File: src/rtl/scaler_pkg.sv
// Shared scaler definitions: writer FSM states,
// pixel format widths and RGB field widths.
package scaler_pkg;

  localparam int RGB565_WIDTH = 16;
  localparam int RGB888_WIDTH = 24;

  localparam logic [2:0] IDLE       = 3'd0;
  localparam logic [2:0] WAIT_LINE  = 3'd1;
  localparam logic [2:0] WRITE      = 3'd2;
  localparam logic [2:0] SKIP       = 3'd3;
  localparam logic [2:0] DROP       = 3'd4;
  localparam logic [2:0] FRAME_DONE = 3'd5;

  function automatic int rWidth(input int dataWidth);
    return (dataWidth == RGB888_WIDTH) ? 8 : 5;
  endfunction

  function automatic int gWidth(input int dataWidth);
    return (dataWidth == RGB888_WIDTH) ? 8 : 6;
  endfunction

  function automatic int bWidth(input int dataWidth);
    return (dataWidth == RGB888_WIDTH) ? 8 : 5;
  endfunction

  localparam int PIXEL_WIDTH = RGB565_WIDTH;
  localparam int R_WIDTH = rWidth(PIXEL_WIDTH);
  localparam int G_WIDTH = gWidth(PIXEL_WIDTH);
  localparam int B_WIDTH = bWidth(PIXEL_WIDTH);

endpackage

File: src/rtl/line_ptr_ring.sv
// Line ring bookkeeping: write/read line pointers,
// fill count, retire clamp and sticky underflow.
module line_ptr_ring
  import scaler_pkg::*;
#(
  parameter int NUM_LINES      = 4,
  parameter int BUFFER_SIZE    = 3,
  parameter int LINE_SEL_WIDTH = 2
) (
  input  logic                      clk,
  input  logic                      rst,
  input  logic                      flush,
  input  logic                      jmp1,
  input  logic                      jmp2,
  input  logic                      inProg,
  input  logic                      lineStart,
  output logic [LINE_SEL_WIDTH-1:0] wrLine,
  output logic [LINE_SEL_WIDTH-1:0] startLine,
  output logic [LINE_SEL_WIDTH-1:0] rdLine,
  output logic [BUFFER_SIZE-1:0]    fifoNum,
  output logic [BUFFER_SIZE-1:0]    fifoPost,
  output logic                      underflow
);

  localparam int SW = LINE_SEL_WIDTH + 1;

  logic                   wrUsed;
  logic [BUFFER_SIZE-1:0] committed;
  logic [BUFFER_SIZE-1:0] req;
  logic [BUFFER_SIZE-1:0] take;

  function automatic logic [LINE_SEL_WIDTH-1:0] incMod(
    input logic [LINE_SEL_WIDTH-1:0] a,
    input logic [1:0]                n
  );
    logic [SW-1:0] s;
    s = {1'b0, a} + SW'(n);
    if (s >= SW'(NUM_LINES))
      s = s - SW'(NUM_LINES);
    return s[LINE_SEL_WIDTH-1:0];
  endfunction

  // Retire request clamped to lines already committed
  always_comb begin
    committed = fifoNum - BUFFER_SIZE'(inProg);
    req = '0;
    if (jmp2)
      req = BUFFER_SIZE'(2);
    else if (jmp1)
      req = BUFFER_SIZE'(1);
    take = (req > committed) ? committed : req;
    fifoPost = fifoNum - take;
  end

  assign startLine = wrUsed ? incMod(wrLine, 2'd1) : wrLine;

  // Pointer, count and underflow state
  always_ff @(posedge clk) begin
    if (rst) begin
      wrLine    <= '0;
      rdLine    <= '0;
      fifoNum   <= '0;
      wrUsed    <= 1'b0;
      underflow <= 1'b0;
    end else if (flush) begin
      wrLine  <= '0;
      rdLine  <= '0;
      fifoNum <= '0;
      wrUsed  <= 1'b0;
    end else begin
      rdLine  <= incMod(rdLine, take[1:0]);
      fifoNum <= fifoPost + BUFFER_SIZE'(lineStart);
      if (req > committed)
        underflow <= 1'b1;
      if (lineStart) begin
        wrLine <= startLine;
        wrUsed <= 1'b1;
      end
    end
  end

endmodule

File: src/rtl/scaler_line_writer.sv
// Scaler line FIFO write side: pixel stream into a ring of line RAMs.
// Optional LINE_WRITER_DROP_CNT_EN adds the saturating dropCnt output.
module scaler_line_writer
  import scaler_pkg::*;
#(
  parameter int DATA_WIDTH     = RGB565_WIDTH,
  parameter int ADDRESS_WIDTH  = 11,
  parameter int BUFFER_SIZE    = 3,
  parameter int NUM_LINES      = 4,
  parameter int LINE_SEL_WIDTH = 2
) (
  input  logic                      clk,
  input  logic                      rst,
  input  logic [DATA_WIDTH-1:0]     dIn,
  input  logic                      dInEn,
  input  logic                      HSIn,
  input  logic                      VSIn,
  input  logic [ADDRESS_WIDTH-1:0]  inXNum,
  input  logic [ADDRESS_WIDTH-1:0]  inYNum,
  input  logic                      jmp1,
  input  logic                      jmp2,
  output logic                      ramWrEn,
  output logic [LINE_SEL_WIDTH-1:0] ramWrLine,
  output logic [ADDRESS_WIDTH-1:0]  ramWrAddr,
  output logic [DATA_WIDTH-1:0]     ramWrData,
  output logic [ADDRESS_WIDTH-1:0]  ramAddrIn,
  output logic [LINE_SEL_WIDTH-1:0] rdLine,
  output logic [BUFFER_SIZE-1:0]    fifoNum,
  output logic                      overflow,
  output logic                      underflow
`ifdef LINE_WRITER_DROP_CNT_EN
  , output logic [7:0]              dropCnt
`endif
);

  localparam int AW = ADDRESS_WIDTH;

  logic [2:0]                state;
  logic [AW-1:0]             xCnt;
  logic [AW-1:0]             yCount;
  logic [AW-1:0]             yInc;
  logic [AW-1:0]             xNext;
  logic [LINE_SEL_WIDTH-1:0] wrLine;
  logic [LINE_SEL_WIDTH-1:0] startLine;
  logic [BUFFER_SIZE-1:0]    fifoPost;
  logic                      inWait;
  logic                      full;
  logic                      lineStart;
  logic                      lineDrop;
  logic                      acc;
  logic                      accAny;
  logic                      reach;

  assign inWait    = !VSIn && (state == WAIT_LINE);
  assign full      = fifoPost >= BUFFER_SIZE'(NUM_LINES);
  assign lineStart = inWait && dInEn && !full;
  assign lineDrop  = inWait && dInEn && full;
  assign acc       = !VSIn && (state == WRITE)
                     && dInEn && (xCnt < inXNum);
  assign accAny    = lineStart || acc;
  assign xNext     = lineStart ? AW'(1) : xCnt + AW'(1);
  assign reach     = accAny && (xNext == inXNum);
  assign yInc      = yCount + AW'(1);

  line_ptr_ring #(
    .NUM_LINES      (NUM_LINES),
    .BUFFER_SIZE    (BUFFER_SIZE),
    .LINE_SEL_WIDTH (LINE_SEL_WIDTH)
  ) uRing (
    .clk       (clk),
    .rst       (rst),
    .flush     (VSIn),
    .jmp1      (jmp1),
    .jmp2      (jmp2),
    .inProg    (state == WRITE),
    .lineStart (lineStart),
    .wrLine    (wrLine),
    .startLine (startLine),
    .rdLine    (rdLine),
    .fifoNum   (fifoNum),
    .fifoPost  (fifoPost),
    .underflow (underflow)
  );

  // Line FSM with column/row counters and sticky overflow
  always_ff @(posedge clk) begin
    if (rst) begin
      state    <= IDLE;
      xCnt     <= '0;
      yCount   <= '0;
      overflow <= 1'b0;
    end else if (VSIn) begin
      xCnt   <= '0;
      yCount <= '0;
      if (inXNum == '0 || inYNum == '0)
        state <= FRAME_DONE;
      else
        state <= WAIT_LINE;
    end else begin
      unique case (state)
        WAIT_LINE: begin
          if (lineStart) begin
            xCnt <= xNext;
            if (reach) begin
              yCount <= yInc;
              state  <= SKIP;
            end else begin
              state <= WRITE;
            end
          end else if (lineDrop) begin
            overflow <= 1'b1;
            state    <= DROP;
          end
        end
        WRITE: begin
          if (acc)
            xCnt <= xNext;
          if (reach || HSIn) begin
            yCount <= yInc;
            if (!HSIn)
              state <= SKIP;
            else if (yInc == inYNum)
              state <= FRAME_DONE;
            else
              state <= WAIT_LINE;
          end
        end
        SKIP: begin
          if (HSIn)
            state <= (yCount == inYNum) ? FRAME_DONE : WAIT_LINE;
        end
        DROP: begin
          if (HSIn) begin
            yCount <= yInc;
            state  <= (yInc == inYNum) ? FRAME_DONE : WAIT_LINE;
          end
        end
        default: begin
        end
      endcase
    end
  end

  // One-cycle write register toward the line RAMs
  always_ff @(posedge clk) begin
    if (rst) begin
      ramWrEn   <= 1'b0;
      ramWrLine <= '0;
      ramWrAddr <= '0;
      ramWrData <= '0;
    end else begin
      ramWrEn <= accAny;
      if (accAny) begin
        ramWrLine <= lineStart ? startLine : wrLine;
        ramWrAddr <= lineStart ? '0 : xCnt;
        ramWrData <= dIn;
      end
    end
  end

  // Published column count trails the RAM write by a cycle
  always_ff @(posedge clk) begin
    if (rst)
      ramAddrIn <= '0;
    else if (VSIn || lineStart)
      ramAddrIn <= '0;
    else if (ramWrEn)
      ramAddrIn <= ramAddrIn + AW'(1);
  end

`ifdef LINE_WRITER_DROP_CNT_EN
  // Saturating count of dropped lines
  always_ff @(posedge clk) begin
    if (rst)
      dropCnt <= '0;
    else if (lineDrop && dropCnt != 8'hFF)
      dropCnt <= dropCnt + 8'd1;
  end
`endif

endmodule

File: config.mk
export PLATFORM = sky130hd
export DESIGN_NAME = scaler_line_writer
export DESIGN_NICKNAME = d
export VERILOG_FILES = /design/src/rtl/scaler_pkg.sv /design/src/rtl/line_ptr_ring.sv /design/src/rtl/scaler_line_writer.sv
export SDC_FILE = /design/constraint.sdc
export NUM_CORES = 1
export LEC_CHECK = 0
export BUFFER_PORTS_ARGS = -buffer_cell sky130_fd_sc_hd__buf_4
export CAP_MARGIN = 20
export CORE_MARGIN = 2
export CORE_UTILIZATION = 40
export DETAILED_ROUTE_END_ITERATION = 6
export SLEW_MARGIN = 20
export SYNTH_ARGS = -nofsm -noshare
export SYNTH_HDL_FRONTEND = slang
export SYNTH_SLANG_ARGS = --single-unit
export TNS_END_PERCENT = 100
File: constraint.sdc
create_clock -name clk -period 5.2 [get_ports clk]
set_clock_uncertainty 0.15 [all_clocks]
set_input_delay 0.52 -clock clk [delete_from_list [all_inputs] [get_ports clk]]
set_output_delay 0.52 -clock clk [all_outputs]
set_load 0.005 [all_outputs]
==> results.md, run 1 <==
* Status: finished clean
* Overflow after GRT at 0
* Setup slack after placement at 0.0625 ns
* Global-route wire length before repair at 17700 um
* Required time worst endpoint at 5.33 ns
* Area grow syn2layout at 22.3%
* Vias per std cell at 5.16
* CP peak stage delay at 0.49 ns
* Largest net degree at the start of global routing at 29
* Fin. Hold Viols at 0
* Post-route DRC at 0
* CTS Hold Bufs at 0
* Setup crit start kind: flop
* Fin Setup TNS at 0 ns
* Reg2reg setup slack at 0.34 ns
* RSZ-0062 raised after global routing: false
* WP buf/inv at 2
* Post CTS Setup Buffer Count at 0
* Clock buffer depth at 2
* Top cell by count, worst path: ha_1
* Crit path max-delay family: simple AND/OR/NAND/NOR gates
* CP arrival at 5.00 ns
* Placed insts at 748
* Fin crit share at 93.6%
* Die area at 11700 sq um
* Post-Syn Instances at 545
* Initial antenna violation count at 0
* Sequential area share after synthesis at 34.9%
* Row cnt at 38
* Worst ir drop on vdd at 117 uV
* Crit path launch: state[2]$_SDFFE_PP0P_
* Minimum clock period at 4.86 ns
* Mapped cell area at 4350 sq um
* Clk sinks at 76
* Max Slew Vio Count at 0
* Buffers on Ports at 92
* DR iter-0 viols at 152
* Die width at 108 um
* Final Non-Filler Cells at 765
* CP max-delay cell: or4_4
* Top FF cell, synth: dfxtp_1
* Core Util, Final at 49.6%
* Skew-Pair Late Insertion Delay at 0.35 ns
* Synth warnings at 0
* Vias in the first global route at 3739
* R2R Path Start: state[2]$_SDFFE_PP0P_
* Core area at 10700 sq um
* Synth async-reset ratio at 0%
* Dpl hpwl at 7960 um
* Crit-path max FO at 11
* Crit end category: flop
* Post_cts resized at 0
* Max cap viols at 0
* Flop and latch count out of synthesis at 76
* ANT nets after route at 0
* PD cells at 232 nW/um^2
* Crit-path cells: nand2b_1 > nor2_2 > ha_1 > ha_1 > ha_1 > nor2b_1 > o21ai_1 > mux2i_1 > ha_1 > inv_1 > fa_1 > xnor2_1 > or4_4 > clkinv_2 > nor2_1 > mux2i_1 > and4_4 > a31oi_4 > or4_1 > a21oi_1
* GRT Overall Usage at 18.9%
* Final WL at 11000 um
* Final nets at 687
* Commonest non-fill, non-tap cell in the layout: buf_4
* IO Pins at 93
* Hold path startpoint: dIn[10]
* CTS tree: built
* Routed length per instance at 14.4 um
* Fin worst setup slack at 0.335 ns
* Worst hold margin at 0.266 ns
* # setup viols final at 0
* Post-synth cell types at 55
* Hold Path Class: input pin to flop
* Initial Utilization at 40.5%
* Clk slew on worst S/H paths at 0.08 ns
* Leading cell types in the layout, fill and taps excluded: buf_4 (98), dfxtp_1 (76), nor2_1 (63)
* N_diodes at 0
* DRT Pass-1 Iters at 4
* Worst Setup Path Type: flop to flop
* Leak at 2.20 nW
* Slew Limit Headroom at 45.8%
* Vias at 3944
* Post-synthesis net count at 612
* Proportion of layout cells with a drive suffix above 1 at 20.8%
* CTS root buffer: clkbuf_8
* Worst Tran Pin Value at 0.809 ns
* Synth Area per Inst at 7.99 sq um
* Routability cong. at 0.871
* Max Clock Freq at 206 MHz
* Vert. Die Dim at 108 um
* H-tree levels at 3
* Cts bufs inserted at 9
* Post-synth EDFFs at 0
[registers in the layout, summed over array words and instances (netlist names)]
register         count
xCnt                11
ramWrLine            2
ramWrEn              1
uRing.underflow      1
overflow             1
uRing.fifoNum        3
uRing.wrUsed         1
uRing.wrLine         2
ramWrData           16
state                3
ramAddrIn           11
ramWrAddr           11
yCount              11
uRing.rdLine         2
[power breakdown]
part | internal, mW | switching, mW
registers | 0.597 | 0.0147
logic | 0.105 | 0.110
clock network | 0.185 | 0.225
total | 0.888 | 0.350
[metal layers]
layer / wire length (um) / up-vias / global-route usage, %
met3: 551 / 17 / 3.86
met1: 5190 / 1816 / 25.2
met5: 0 / - / 0
met4: 137 / 0 / 6.04
li1: - / 2021 / -
met2: 5160 / 90 / 30.6
[final timing paths]
kind                                                   end  cells past startpoint
worst min register to register  ramWrData[13]$_SDFFE_PP0P_                      2
worst min-delay path            ramWrData[10]$_SDFFE_PP0P_                      3
worst max-delay path                yCount[9]$_SDFFE_PP0P_                     20
worst max register to register      yCount[9]$_SDFFE_PP0P_                     20
[logic make-up (layout without fill, tap and decap cells)]
logic type               after synthesis  in the layout  synth area share [%]
flip-flops                            76             76                  34.9
AND/OR/NAND/NOR                      218            218                  23.7
multiplexers                          17             17                  3.91
adder cells (fa/ha/maj)               22             22                  6.49
buffers and inverters                 56            135                  5.52
AO/OA/AOI/OAI                        100            101                  14.1
XOR/XNOR                              56             56                  11.3
[per-stage QoR]
step | total power, mW | cell area [sq um]
finish | 1.24 | 5330
global route | 1.31 | 5330
CTS | 1.25 | 5280
detailed placement | 0.836 | 5100
global placement | 0.832 | 5100
floorplan | 0.744 | 4350
[cell usage after synthesis, types with 5 or more instances]
cell type,instances,share of area [%]
dfxtp_1,76,35
nor2_1,64,5.5
nand2_1,60,5.2
a21oi_1,46,5.3
xnor2_1,31,6.2
clkbuf_1,28,2.4
xor2_1,25,5.0
o21ai_0,22,2.5
ha_1,21,6.0
inv_1,20,1.7
nor3_1,20,2.3
nand3_1,19,2.2
mux2i_1,17,3.9
or3_1,11,1.6
a211oi_1,6,1.0
nand4_1,6,0.86
and2_1,5,0.72
nand2b_1,5,0.72
nor2b_1,5,0.72
nor4_1,5,0.72
[cell type report]
type	instances	area (sq um)
clock buffer	10	138
clock inverter	6	38.8
fill	1094	5420
inverter	21	80.1
multi-input combinational	414	2640
sequential	76	1520
tap	140	175
timing repair buffer	98	736
[tightest hold or removal path: stages]
cell,delay (ns)
buf_4,0.11
nand2_1,0.04
a21oi_1,0.05
(Power assumes the default switching activity.)
==> run 2, diff against run 1 <==
RECOVER_POWER = 100   (was not set)
==> run 2 against run 1 <==
  * Global-route usage stayed put
  * Final cell count unchanged
  * Largest cell class unchanged
  * Worst setup slack worse by 0.013 ns
  * Worst hold slack better by 0.0018 ns
  * Core utilization down 0.10 points
==> results.md, run 2 (synthesis results as in run 1) <==
* PD cells at 233 nW/um^2 (was 232 nW/um^2)
* Worst Tran Pin Value at 0.827 ns (was 0.809 ns)
* Proportion of layout cells with a drive suffix above 1 at 20.3% (was 20.8%)
* Clock buffer depth at 2 (unchanged)
* Dpl hpwl at 7960 um (unchanged)
* Global route hottest layer: met2 (unchanged)
* CTS tree: built (unchanged)
* Max Clock Freq at 205 MHz (was 206 MHz)
* Leading cell types in the layout, fill and taps excluded: dfxtp_1 (76), nor2_1 (63), nand2_1 (60) (was buf_4 (98), dfxtp_1 (76), nor2_1 (63))
* CTS root buffer: clkbuf_8 (unchanged)
* Largest reg by FF count: ramWrData (unchanged)
* Post CTS Setup Buffer Count at 0 (unchanged)
* Vert. Die Dim at 108 um (unchanged)
* Final Non-Filler Cells at 765 (unchanged)
* Routing usage on met1 at 25.2% (unchanged)
* N_diodes at 0 (unchanged)
* Required time worst endpoint at 5.33 ns (about the same)
* DR iter-0 viols at 150 (was 152)
* Hold Path Class: input pin to flop (unchanged)
* Skew-Pair Late Insertion Delay at 0.35 ns (about the same)
* GRT met2 Usage at 30.6% (unchanged)
* Vias per std cell at 5.16 (about the same)
* Grt met3 use at 3.86% (unchanged)
* Routed length per instance at 14.4 um (about the same)
* Area after DPL at 5100 sq um (unchanged)
* Clk sinks at 76 (unchanged)
* Die width at 108 um (unchanged)
* Core area at 10700 sq um (unchanged)
* Clk slew on worst S/H paths at 0.08 ns (about the same)
* DRT Pass-1 Iters at 5 (was 4)
* GRT Overall Usage at 18.9% (unchanged)
* Slew Limit Headroom at 44.6% (was 45.8%)
* Worst hold margin at 0.267 ns (was 0.266 ns)
* Status: finished clean (unchanged)
* Fin crit share at 93.8% (was 93.6%)
* Vias in the first global route at 3739 (unchanged)
* CP arrival at 5.01 ns (was 5.00 ns)
* Crit-path max FO at 11 (unchanged)
* Commonest non-fill, non-tap cell in the layout: dfxtp_1 (was buf_4)
* Post-route DRC at 0 (unchanged)
* Global-route wire length before repair at 17700 um (unchanged)
* Setup crit start kind: flop (unchanged)
* Max Slew Vio Count at 0 (unchanged)
* Overflow after GRT at 0 (unchanged)
* Crit end category: flop (unchanged)
* CTS Hold Bufs at 0 (unchanged)
* Worst ir drop on vdd at 119 uV (was 117 uV)
* Row cnt at 38 (unchanged)
* Initial Utilization at 40.5% (unchanged)
* Fin area at 5320 sq um (was 5330 sq um)
* Cts bufs inserted at 9 (unchanged)
* Fill cell count at 1097 (was 1094)
* Final nets at 687 (unchanged)
* Pwr Total at 1.24 mW (about the same)
* Area grow syn2layout at 22.1% (was 22.3%)
* ANT nets after route at 0 (unchanged)
* Routability cong. at 0.871 (unchanged)
* Initial antenna violation count at 0 (unchanged)
* Fin Setup TNS at 0 ns (unchanged)
* RSZ-0062 raised after global routing: false (unchanged)
* Fin. Hold Viols at 0 (unchanged)
* Vias at 3948 (was 3944)
* Buffers on Ports at 92 (unchanged)
* IO Pins at 93 (unchanged)
* Max FFs per register at 16 (unchanged)
* Placed insts at 748 (unchanged)
* Die area at 11700 sq um (unchanged)
* Largest net degree at the start of global routing at 29 (unchanged)
* Final WL at 11000 um (about the same)
* Max cap viols at 0 (unchanged)
* Leak at 2.17 nW (was 2.20 nW)
* H-tree levels at 3 (unchanged)
* Minimum clock period at 4.88 ns (was 4.86 ns)
* # setup viols final at 0 (unchanged)
* Worst Setup Path Type: flop to flop (unchanged)
[run 2: cell types whose count changed in the layout (fill, tap and decap cells not counted)]
cell,change
clkbuf_1,+3
buf_4,-48
clkbuf_4,+45
[run 2: what timing repair did]
item,4_1_cts,5_1_grt
gates resized for setup,0,7
endpoints found under the setup margin,0,14
endpoints found under the hold margin,0,0
[run 2: worst paths after layout]
kind	start	to	slack (ns)	cells past startpoint
max	state[2]$_SDFFE_PP0P_	yCount[9]$_SDFFE_PP0P_	0.32	20
min	dIn[11]	ramWrData[11]$_SDFFE_PP0P_	0.27	3
max reg2reg	state[2]$_SDFFE_PP0P_	yCount[9]$_SDFFE_PP0P_	0.32	20
min reg2reg	ramWrData[13]$_SDFFE_PP0P_	ramWrData[13]$_SDFFE_PP0P_	0.30	2
[run 2: report_power, final]
part / leakage (nW) / total [mW] / switching (mW) / internal, mW
Combinational: 1.46 / 0.213 / 0.110 / 0.104
Sequential: 0.614 / 0.612 / 0.0145 / 0.597
Clock: 0.0885 / 0.411 / 0.225 / 0.185
Total: 2.17 / 1.24 / 0.350 / 0.886
[run 2: area by class of cell]
| class | count | area, sq um | area share (%) |
|---|---|---|---|
| Clock inverter | 6 | 38.8 | 0.730 |
| Sequential cell | 76 | 1520 | 28.6 |
| Inverter | 21 | 80.1 | 1.51 |
| Clock buffer | 10 | 138 | 2.59 |
| Timing Repair Buffer | 98 | 724 | 13.6 |
| Multi-Input combinational cell | 414 | 2640 | 49.6 |
| Tap cell | 140 | 175 | 3.30 |
[run 2: routing by layer]
metal | vias up | routed length, um
li1 | 2025 | -
met1 | 1815 | 5140
met2 | 93 | 5150
met3 | 15 | 597
met4 | 0 | 123
met5 | - | 0
[run 2: metrics by stage]
step / utilization [%] / setup slack (ns)
final: 49.5 / 0.323
after global routing: 49.5 / 0.00254
after CTS: 49.2 / 0.0269
after detailed placement: 47.5 / 0.0625
after global placement: 47.5 / 0.289
after floorplan: - / 0.290
[run 2: critical path, stage by stage (launching register included)]
cell,delay (ns)
dfxtp_1,0.42
nand2b_1,0.17
nor2_2,0.06
ha_1,0.19
ha_1,0.29
ha_1,0.29
nor2b_1,0.14
o21ai_1,0.19
mux2i_1,0.26
ha_1,0.19
inv_1,0.05
fa_1,0.37
xnor2_1,0.15
or4_4,0.50
clkinv_2,0.14
nor2_1,0.06
mux2i_1,0.15
and4_4,0.30
a31oi_4,0.17
or4_1,0.44
a21oi_1,0.15
